## src/rtl/wallace_mul_pipe_pkg.sv

```systemverilog
// Shared definitions for the pipelined Wallace-tree multiplier: widths, latency,
// Baugh-Wooley correction, carry-save layer sizing and the FA/HA cells.
package wallace_mul_pipe_pkg;

    localparam int unsigned MUL_LAT = 3;

    typedef enum logic {
        MODE_UNSIGNED = 1'b0,
        MODE_SIGNED   = 1'b1
    } mul_mode_e;

    typedef struct packed {
        logic carry;
        logic sum;
    } add_bits_t;

    function automatic int unsigned PW(input int unsigned w);
        return 2 * w;
    endfunction

    // Constant row added in signed mode: ones at columns w and 2w-1.
    function automatic logic [63:0] bw_corr(input int unsigned w);
        logic [63:0] r;
        r = '0;
        r[w]         = 1'b1;
        r[2 * w - 1] = 1'b1;
        return r;
    endfunction

    // Rows left after one layer: each full group of three becomes sum+carry,
    // one or two leftover rows stay as one or two rows.
    function automatic int unsigned csa_next_h(input int unsigned h);
        return 2 * (h / 3) + (h % 3);
    endfunction

    function automatic int unsigned csa_num_layers(input int unsigned h0);
        int unsigned h;
        int unsigned n;
        h = h0;
        n = 0;
        while (h > 2) begin
            h = csa_next_h(h);
            n++;
        end
        return n;
    endfunction

    function automatic int unsigned csa_layer_h(input int unsigned h0, input int unsigned k);
        int unsigned h;
        h = h0;
        for (int unsigned i = 0; i < k; i++) begin
            h = csa_next_h(h);
        end
        return h;
    endfunction

    function automatic add_bits_t full_add(input logic a, input logic b, input logic c);
        add_bits_t r;
        r.sum   = a ^ b ^ c;
        r.carry = (a & b) | (a & c) | (b & c);
        return r;
    endfunction

    function automatic add_bits_t half_add(input logic a, input logic b);
        add_bits_t r;
        r.sum   = a ^ b;
        r.carry = a & b;
        return r;
    endfunction

endpackage

```

## src/rtl/wallace_csa_layer.sv

```systemverilog
// One column-wise Wallace reduction layer: rows grouped in threes through full adders,
// a leftover pair through half adders, a single leftover row passed through.
module wallace_csa_layer
    import wallace_mul_pipe_pkg::*;
#(
    parameter int unsigned HEIGHT = 3,
    parameter int unsigned WIDTH  = 16
) (
    input  logic [HEIGHT*WIDTH-1:0]             rows_in,
    output logic [csa_next_h(HEIGHT)*WIDTH-1:0] rows_out
);

    localparam int unsigned N_FA = HEIGHT / 3;
    localparam int unsigned REM  = HEIGHT % 3;

    logic [2*N_FA*WIDTH-1:0] fa_rows;
    add_bits_t               fa;

    // Carries out of the top column are dropped: the product is taken mod 2^WIDTH.
    always_comb begin
        fa_rows = '0;
        fa      = '0;
        for (int unsigned g = 0; g < N_FA; g++) begin
            for (int unsigned c = 0; c < WIDTH; c++) begin
                fa = full_add(rows_in[(3*g)*WIDTH + c],
                              rows_in[(3*g+1)*WIDTH + c],
                              rows_in[(3*g+2)*WIDTH + c]);
                fa_rows[(2*g)*WIDTH + c] = fa.sum;
                if (c + 1 < WIDTH) begin
                    fa_rows[(2*g+1)*WIDTH + c + 1] = fa.carry;
                end
            end
        end
    end

    if (REM == 0) begin : g_rem
        assign rows_out = fa_rows;
    end else if (REM == 1) begin : g_rem
        assign rows_out = {rows_in[HEIGHT*WIDTH-1 -: WIDTH], fa_rows};
    end else begin : g_rem
        logic [2*WIDTH-1:0] ha_rows;
        add_bits_t          ha;

        always_comb begin
            ha_rows = '0;
            ha      = '0;
            for (int unsigned c = 0; c < WIDTH; c++) begin
                ha = half_add(rows_in[(HEIGHT-2)*WIDTH + c], rows_in[(HEIGHT-1)*WIDTH + c]);
                ha_rows[c] = ha.sum;
                if (c + 1 < WIDTH) begin
                    ha_rows[WIDTH + c + 1] = ha.carry;
                end
            end
        end

        assign rows_out = {ha_rows, fa_rows};
    end

endmodule

```

## src/rtl/wallace_mul_pipe.sv

```systemverilog
// Three-stage valid/ready Wallace-tree multiplier, signed (Baugh-Wooley) or unsigned
// per beat, with an opaque tag carried alongside each operation.
module wallace_mul_pipe
    import wallace_mul_pipe_pkg::*;
#(
    parameter int unsigned WIDTH = 8,
    parameter int unsigned TAG_W = 4
) (
    input  logic                 clk,
    input  logic                 rst_n,
    input  logic                 in_valid,
    output logic                 in_ready,
    input  logic [WIDTH-1:0]     in_a,
    input  logic [WIDTH-1:0]     in_b,
    input  logic                 in_signed,
    input  logic [TAG_W-1:0]     in_tag,
    output logic                 out_valid,
    input  logic                 out_ready,
    output logic [2*WIDTH-1:0]   out_prod,
    output logic [TAG_W-1:0]     out_tag
);

    localparam int unsigned PWW      = PW(WIDTH);
    localparam int unsigned H0       = WIDTH + 1;
    localparam int unsigned N_LAYERS = csa_num_layers(H0);
    localparam logic [PWW-1:0] BW_CONST = PWW'(bw_corr(WIDTH));

    logic             v1, v2, v3;
    logic             ld1, ld2, ld3;
    logic [WIDTH-1:0] a1, b1;
    mul_mode_e        mode1;
    logic [TAG_W-1:0] tag1, tag2;
    logic [PWW-1:0]   sum2, carry2;
    logic [H0*PWW-1:0] pp_rows;
    logic [2*PWW-1:0] tree_out;

    // A stage loads when empty or when its occupant moves on this cycle.
    assign ld3       = !v3 || out_ready;
    assign ld2       = !v2 || ld3;
    assign ld1       = !v1 || ld2;
    assign in_ready  = ld1;
    assign out_valid = v3;

    always_ff @(posedge clk or negedge rst_n) begin
        if (!rst_n) begin
            v1    <= 1'b0;
            a1    <= '0;
            b1    <= '0;
            mode1 <= MODE_UNSIGNED;
            tag1  <= '0;
        end else if (ld1) begin
            v1 <= in_valid;
            if (in_valid) begin
                a1    <= in_a;
                b1    <= in_b;
                mode1 <= mul_mode_e'(in_signed);
                tag1  <= in_tag;
            end
        end
    end

    // Row j holds a[i]&b[j] at column i+j; signed mode inverts the cross terms with
    // exactly one sign bit and appends the correction constant as an extra row.
    always_comb begin
        pp_rows = '0;
        for (int unsigned j = 0; j < WIDTH; j++) begin
            for (int unsigned i = 0; i < WIDTH; i++) begin
                pp_rows[j*PWW + i + j] = (a1[i] & b1[j]) ^
                    ((mode1 == MODE_SIGNED) && ((i == WIDTH - 1) != (j == WIDTH - 1)));
            end
        end
        pp_rows[WIDTH*PWW +: PWW] = (mode1 == MODE_SIGNED) ? BW_CONST : '0;
    end

    for (genvar k = 0; k < N_LAYERS; k++) begin : g_layer
        localparam int unsigned HI = csa_layer_h(H0, k);
        localparam int unsigned HO = csa_next_h(HI);

        logic [HI*PWW-1:0] rows_in;
        logic [HO*PWW-1:0] rows_out;

        if (k == 0) begin : g_src
            assign rows_in = pp_rows;
        end else begin : g_src
            assign rows_in = g_layer[k-1].rows_out;
        end

        wallace_csa_layer #(
            .HEIGHT (HI),
            .WIDTH  (PWW)
        ) u_csa (
            .rows_in  (rows_in),
            .rows_out (rows_out)
        );

        if (k == N_LAYERS - 1) begin : g_sink
            assign tree_out = rows_out;
        end
    end

    always_ff @(posedge clk or negedge rst_n) begin
        if (!rst_n) begin
            v2     <= 1'b0;
            sum2   <= '0;
            carry2 <= '0;
            tag2   <= '0;
        end else if (ld2) begin
            v2 <= v1;
            if (v1) begin
                sum2   <= tree_out[PWW-1:0];
                carry2 <= tree_out[2*PWW-1:PWW];
                tag2   <= tag1;
            end
        end
    end

    always_ff @(posedge clk or negedge rst_n) begin
        if (!rst_n) begin
            v3       <= 1'b0;
            out_prod <= '0;
            out_tag  <= '0;
        end else if (ld3) begin
            v3 <= v2;
            if (v2) begin
                out_prod <= sum2 + carry2;
                out_tag  <= tag2;
            end
        end
    end

endmodule
```

## config.mk

```make
export PLATFORM = sky130hd
export DESIGN_NAME = wallace_mul_pipe
export DESIGN_NICKNAME = d
export VERILOG_FILES = /design/src/rtl/wallace_mul_pipe_pkg.sv /design/src/rtl/wallace_csa_layer.sv /design/src/rtl/wallace_mul_pipe.sv
export SDC_FILE = /design/constraint.sdc
export NUM_CORES = 1
export LEC_CHECK = 0
export BUFFER_PORTS_ARGS = -buffer_cell sky130_fd_sc_hd__buf_4
export CAP_MARGIN = 20
export CORE_ASPECT_RATIO = 1.75
export CORE_MARGIN = 3
export CORE_UTILIZATION = 35
export CTS_BUF_LIST = sky130_fd_sc_hd__clkbuf_8
export DETAILED_ROUTE_END_ITERATION = 7
export PLACE_DENSITY = 0.62
export SYNTH_ARGS = -nofsm -noshare
export SYNTH_HDL_FRONTEND = slang
export SYNTH_SLANG_ARGS = --single-unit
```

## constraint.sdc

```tcl
create_clock -name clk -period 10.1 [get_ports clk]
set_clock_uncertainty 0.15 [all_clocks]
set_input_delay 0.505 -clock clk [delete_from_list [all_inputs] [get_ports clk]]
set_output_delay 0.505 -clock clk [all_outputs]
set_load 0.005 [all_outputs]
```

# After elaboration in Yosys (flattened, before gate mapping)
# Index checks and enable logic that the tools add are counted.
# Widths: inputs -> output; s select.
# classes
add_sub_neg	1
n_mux	1
n_bitwise	460
reduce_logical	9
# op_table
operator	n
$and 1x1->1	230
$xor 1x1->1	134
$or 1x1->1	96
$add 16x16->16	1
$mux 16	1
$reduce_and 2->1	3
$logic_not 1->1	3
$logic_or 1x1->1	3
# word_totals
reg_bits	78
output_inout_bits	22

# Logic depth before layout (Yosys ltp)
# logic_depth
word_depth	14
depth_mapped	10
ltp_nobuf	9

# Hierarchy
# From an unflattened synthesis, not the netlist that was laid out.
# hier_totals
cells_unflattened	532
area_unflattened_um2	6710.2
# modules_own_cells
mod	instances	cells_per_inst	area_each_um2	seq_area_each_um2
wallace_mul_pipe	1	393	4254.1	2001.9
wallace_csa_layer (g_layer[0].u_csa)	1	52	998.5	0.0
wallace_csa_layer (g_layer[1].u_csa)	1	35	666.9	0.0
wallace_csa_layer (g_layer[2].u_csa)	1	34	455.4	0.0
wallace_csa_layer (g_layer[3].u_csa)	1	18	335.3	0.0

# Worst setup path before layout
# Ideal clock, no wire load.
# synth_path
kind	register -> register
start	register a1[7]
end	register sum2[7]
t_arrival_ns	3.086
t_required_ns	9.825
path_slack_ns	6.739
stages_incl_launch_ff	10
path_buffers	1
period_less_slack_ns	3.361
path_cell_list	dfrtp_1 > clkbuf_1 > nand2_1 > xor2_1 > fa_1 > fa_1 > inv_1 > fa_1 > fa_1 > mux2_2
# synth_between
elab_chain_cells	10
# synth_rtl
element	line_no	source
start, declared	wallace_mul_pipe.sv:30	logic [WIDTH-1:0] a1, b1;
start signal, assigned	wallace_mul_pipe.sv:54	a1 <= in_a;
$and 1x1->1	wallace_mul_pipe.sv:68	pp_rows[j*PWW + i + j] = (a1[i] & b1[j]) ^
$xor 1x1->1	wallace_mul_pipe.sv:68	
$xor 1x1->1 (8 in series)	wallace_mul_pipe_pkg.sv:59	r.sum = a ^ b ^ c;
named net g_layer[3].rows_out[7]	wallace_mul_pipe.sv:80	logic [HO*PWW-1:0] rows_out;
end signal, assigned	wallace_mul_pipe.sv:110	sum2 <= tree_out[PWW-1:0];
end, declared	wallace_mul_pipe.sv:33	logic [PWW-1:0] sum2, carry2;
# The timed path passes the listed nets, and every way through them passes these cells.
# A chain may end at the register's enable or synchronous reset.

# Worst setup path in the final report
# layout_path
start	register mode1
end	register sum2[7]
# layout_between
elab_chain_cells	9
elab_cells_between_ends	14
classes_between	bitwise: 14
# layout_rtl
element	line_no	source
start, declared	wallace_mul_pipe.sv:31	mul_mode_e mode1;
start signal, assigned	wallace_mul_pipe.sv:56	mode1 <= mul_mode_e'(in_signed);
$xor 1x1->1	wallace_mul_pipe.sv:68	
$xor 1x1->1 (5 in series)	wallace_mul_pipe_pkg.sv:59	
$xor 1x1->1 * (3 in series)	wallace_mul_pipe_pkg.sv:59	
named net g_layer[3].rows_out[7]	wallace_mul_pipe.sv:80	
# The timed path passes the listed nets; every way through them passes the cells marked *.

==> results.toml <==
[sta]
layout_setup_ws_ps = 6370
fin_crit_sh = 0.369
slew_headroom = 0.328
setup_tns_ps = 0
slew_viol_final = 0
min_period_ps = 3730
setup_viol = 0
timing.final.hold_violations = 0
fmax_mhz = 268
worstMarginPinSlew_ps = 1000
rsz0062_at_grt = "no"

[grt]
met2_usage = 0.229
top_usage_layer = "met2"
grtUsageMet1 = 0.151
gr-usage-met3 = 0.0245
grt_pass1_vias = 3290
grt_max_degree = 76
grt_pass1_wl_microns = 15600
antenna_found_initial = 0
grt_use_total = 0.129
grt.overflow.total = 0

[route]
first_iter_violations = 87
drc_errors = 0
drt-pass1-iter-count = 4
postRouteAntennaNets = 0
vias = 3123
vias_per_cell = 4.66
totalWireLength_microns = 9180
wire_per_inst_microns = 13.7

[clock_tree]
cts-buffers-inserted = 9
postCtsSetupBuffers = 0
insertion_delay_ps = 360
h-tree-depth = 3
clockRootBuffer = "clkbuf_8"
cts.path.max_buffers = 2
cts_resized = 0
holdBufCountCts = 0
clock_sinks = 75
path_clk_slew_ps = 80
cts_tree = "built"

[die]
initial_core_util = 0.361
die_area_sq_mm = 0.0155
dieWidth_microns = 95.5
dieHeight_microns = 163
ioPinCount = 47
core_sq_mm = 0.0136
fp-row-count = 56

[logic_synthesis]
ys_warn_count = 0
synth_edf_count = 0
synthArstFlopShare = 1.00
synth_ff_type = "dfrtp_1"
synth_fp_nets = 547
syn_inst = 451
synth_area_per_cell_sq_um = 10.9
yosysUniqueCellTypes = 34
synth_seq_cells = 75
netlist_area_sq_mm = 0.00490
synth_seq_area_share = 0.383

[setup_path]
slowest_delay_ps = 840
critPathLaunch = "mode1$_DFFE_PN0P_"
crit_path_start_kind = "flop"
crit_fanout = 16
cp.arrival_ps = 3820
crit_chain = "xor2_1 > fa_1 > fa_1 > inv_1 > fa_1 > fa_1 > mux2_2"
cpMaxStageDelayCell = "dfrtp_1"
path_class = "reg -> reg"
worst_r2r_startpoint = "mode1$_DFFE_PN0P_"
cpMostUsedCell = "fa_1"
required_ps = 10190
endpoint_kind = "flop"

[placed_design]
portBuffers = 46
place_hpwl_microns = 7060
gp_routability_congestion = 0.858
place_area_sq_mm = 0.00539
post-place-ws_ps = 6350

[finish]
layout_common_cells = "nand2_1, dfrtp_1, mux2_2, buf_4, inv_1"
drive_gt1_frac = 0.236
syn_to_final_growth_pct = 14.1
final_common_cell = "nand2_1"
fin_area_sq_mm = 0.00560
finalNetCount = 587
diodes = 0

[pwr]
p_clk_frac = 0.161
vdd_drop_max_mv = 0.101
p_leak_nw = 2.70
swShare = 0.386
cellPowerDensity_mw_per_mm2 = 263
p_seq_frac = 0.325
p_comb_frac = 0.514
intPower_mw = 0.902
total_power_mw = 1.47
switching_power_mw = 0.568

[run_status]
status = "complete, no violations"

[min_path]
min_path_type = "in -> async"

[job]
drv_cap = 0
## cells by family (layout without fill, tap and decap cells)
group,Yosys count,after routing,share of synthesized area
multiplexers,50,50,0.115
AND/OR/NAND/NOR,138,138,0.130
flip-flops,75,75,0.383
buffers and inverters,63,108,0.0510
XOR/XNOR,20,20,0.0357
adder cells (fa/ha/maj),71,71,0.239
AO/OA/AOI/OAI,34,34,0.0462
## state kept, by name (all words and copies together), names as in the netlist
register,cells
mode1,1
a1,8
out_prod,16
carry2,11
b1,8
out_valid,1
tag2,4
tag1,4
out_tag,4
v2,1
v1,1
sum2,16
## synth_stat cells, drive strengths merged, types with 3 or more instances
cell type,n,share of area
nand2,85,0.065
dfrtp,75,0.38
mux2,50,0.11
inv,45,0.034
fa,38,0.16
ha,33,0.084
and2,30,0.038
xnor2,14,0.025
a21oi,11,0.012
o21ai,10,0.010
buf,9,0.0097
clkbuf,9,0.0069
xor2,6,0.011
nand2b,5,0.0064
nor2,4,0.0031
nor3,4,0.0041
nand3,3,0.0031
o21a,3,0.0046
## per-stage QoR
step | utilization | hold slack [ps] | cells
after floorplan | - | 59.4 | 451
final | 0.412 | 130 | 670
after global routing | 0.412 | 203 | 670
after detailed placement | 0.397 | 298 | 654
after CTS | 0.412 | 170 | 670
after global placement | 0.397 | 295 | 654
## cell type report
type                            instances  area, sq um
Clock buffer                           10          138
Sequential cell                        75         1880
Inverter                               45          169
Fill cell                            1362         8000
Multi-Input combinational cell        313         2780
Clock inverter                          6         66.3
Timing Repair Buffer                   47          353
Tap cell                              174          218
## worst max-delay path: cells and delay by family, from the launching register on
family	cells	cell delay (ps)
mux	1	270
fa+ha+maj	4	2080
xor+xnor	1	210
buf+inv	1	60
flops	1	840
## path summary, 6_finish.rpt
| path | end | cells past startpoint | slack (ps) |
|---|---|---|---|
| setup / recovery | sum2[7]$_DFFE_PN0P_ | 7 | 6370 |
| hold / removal | out_tag[1]$_DFFE_PN0P_ | 1 | 130 |
| setup reg to reg | sum2[7]$_DFFE_PN0P_ | 7 | 6370 |
| hold reg to reg | out_prod[2]$_DFFE_PN0P_ | 2 | 320 |
| max in group asynchronous | out_prod[14]$_DFFE_PN0P_ | 1 | 9070 |
| min in group clk | v1$_DFFE_PN0N_ | 2 | 210 |
## power groups by stage
stage | combinational [mW] | sequential (mW) | clock (mW)
after CTS | 0.776 | 0.481 | 0.244
after global routing | 0.886 | 0.494 | 0.258
after floorplan | 0.575 | 0.456 | 0
final | 0.756 | 0.478 | 0.236
after detailed placement | 0.770 | 0.487 | 0
after global placement | 0.731 | 0.482 | 0
## routing by layer
layer	vias to the layer above	share of wire
met2	47	0.54
met5	-	0
met4	0	0.020
li1	1532	-
met1	1533	0.42
met3	11	0.026
Note: power is estimated with default switching activity, not from simulation.
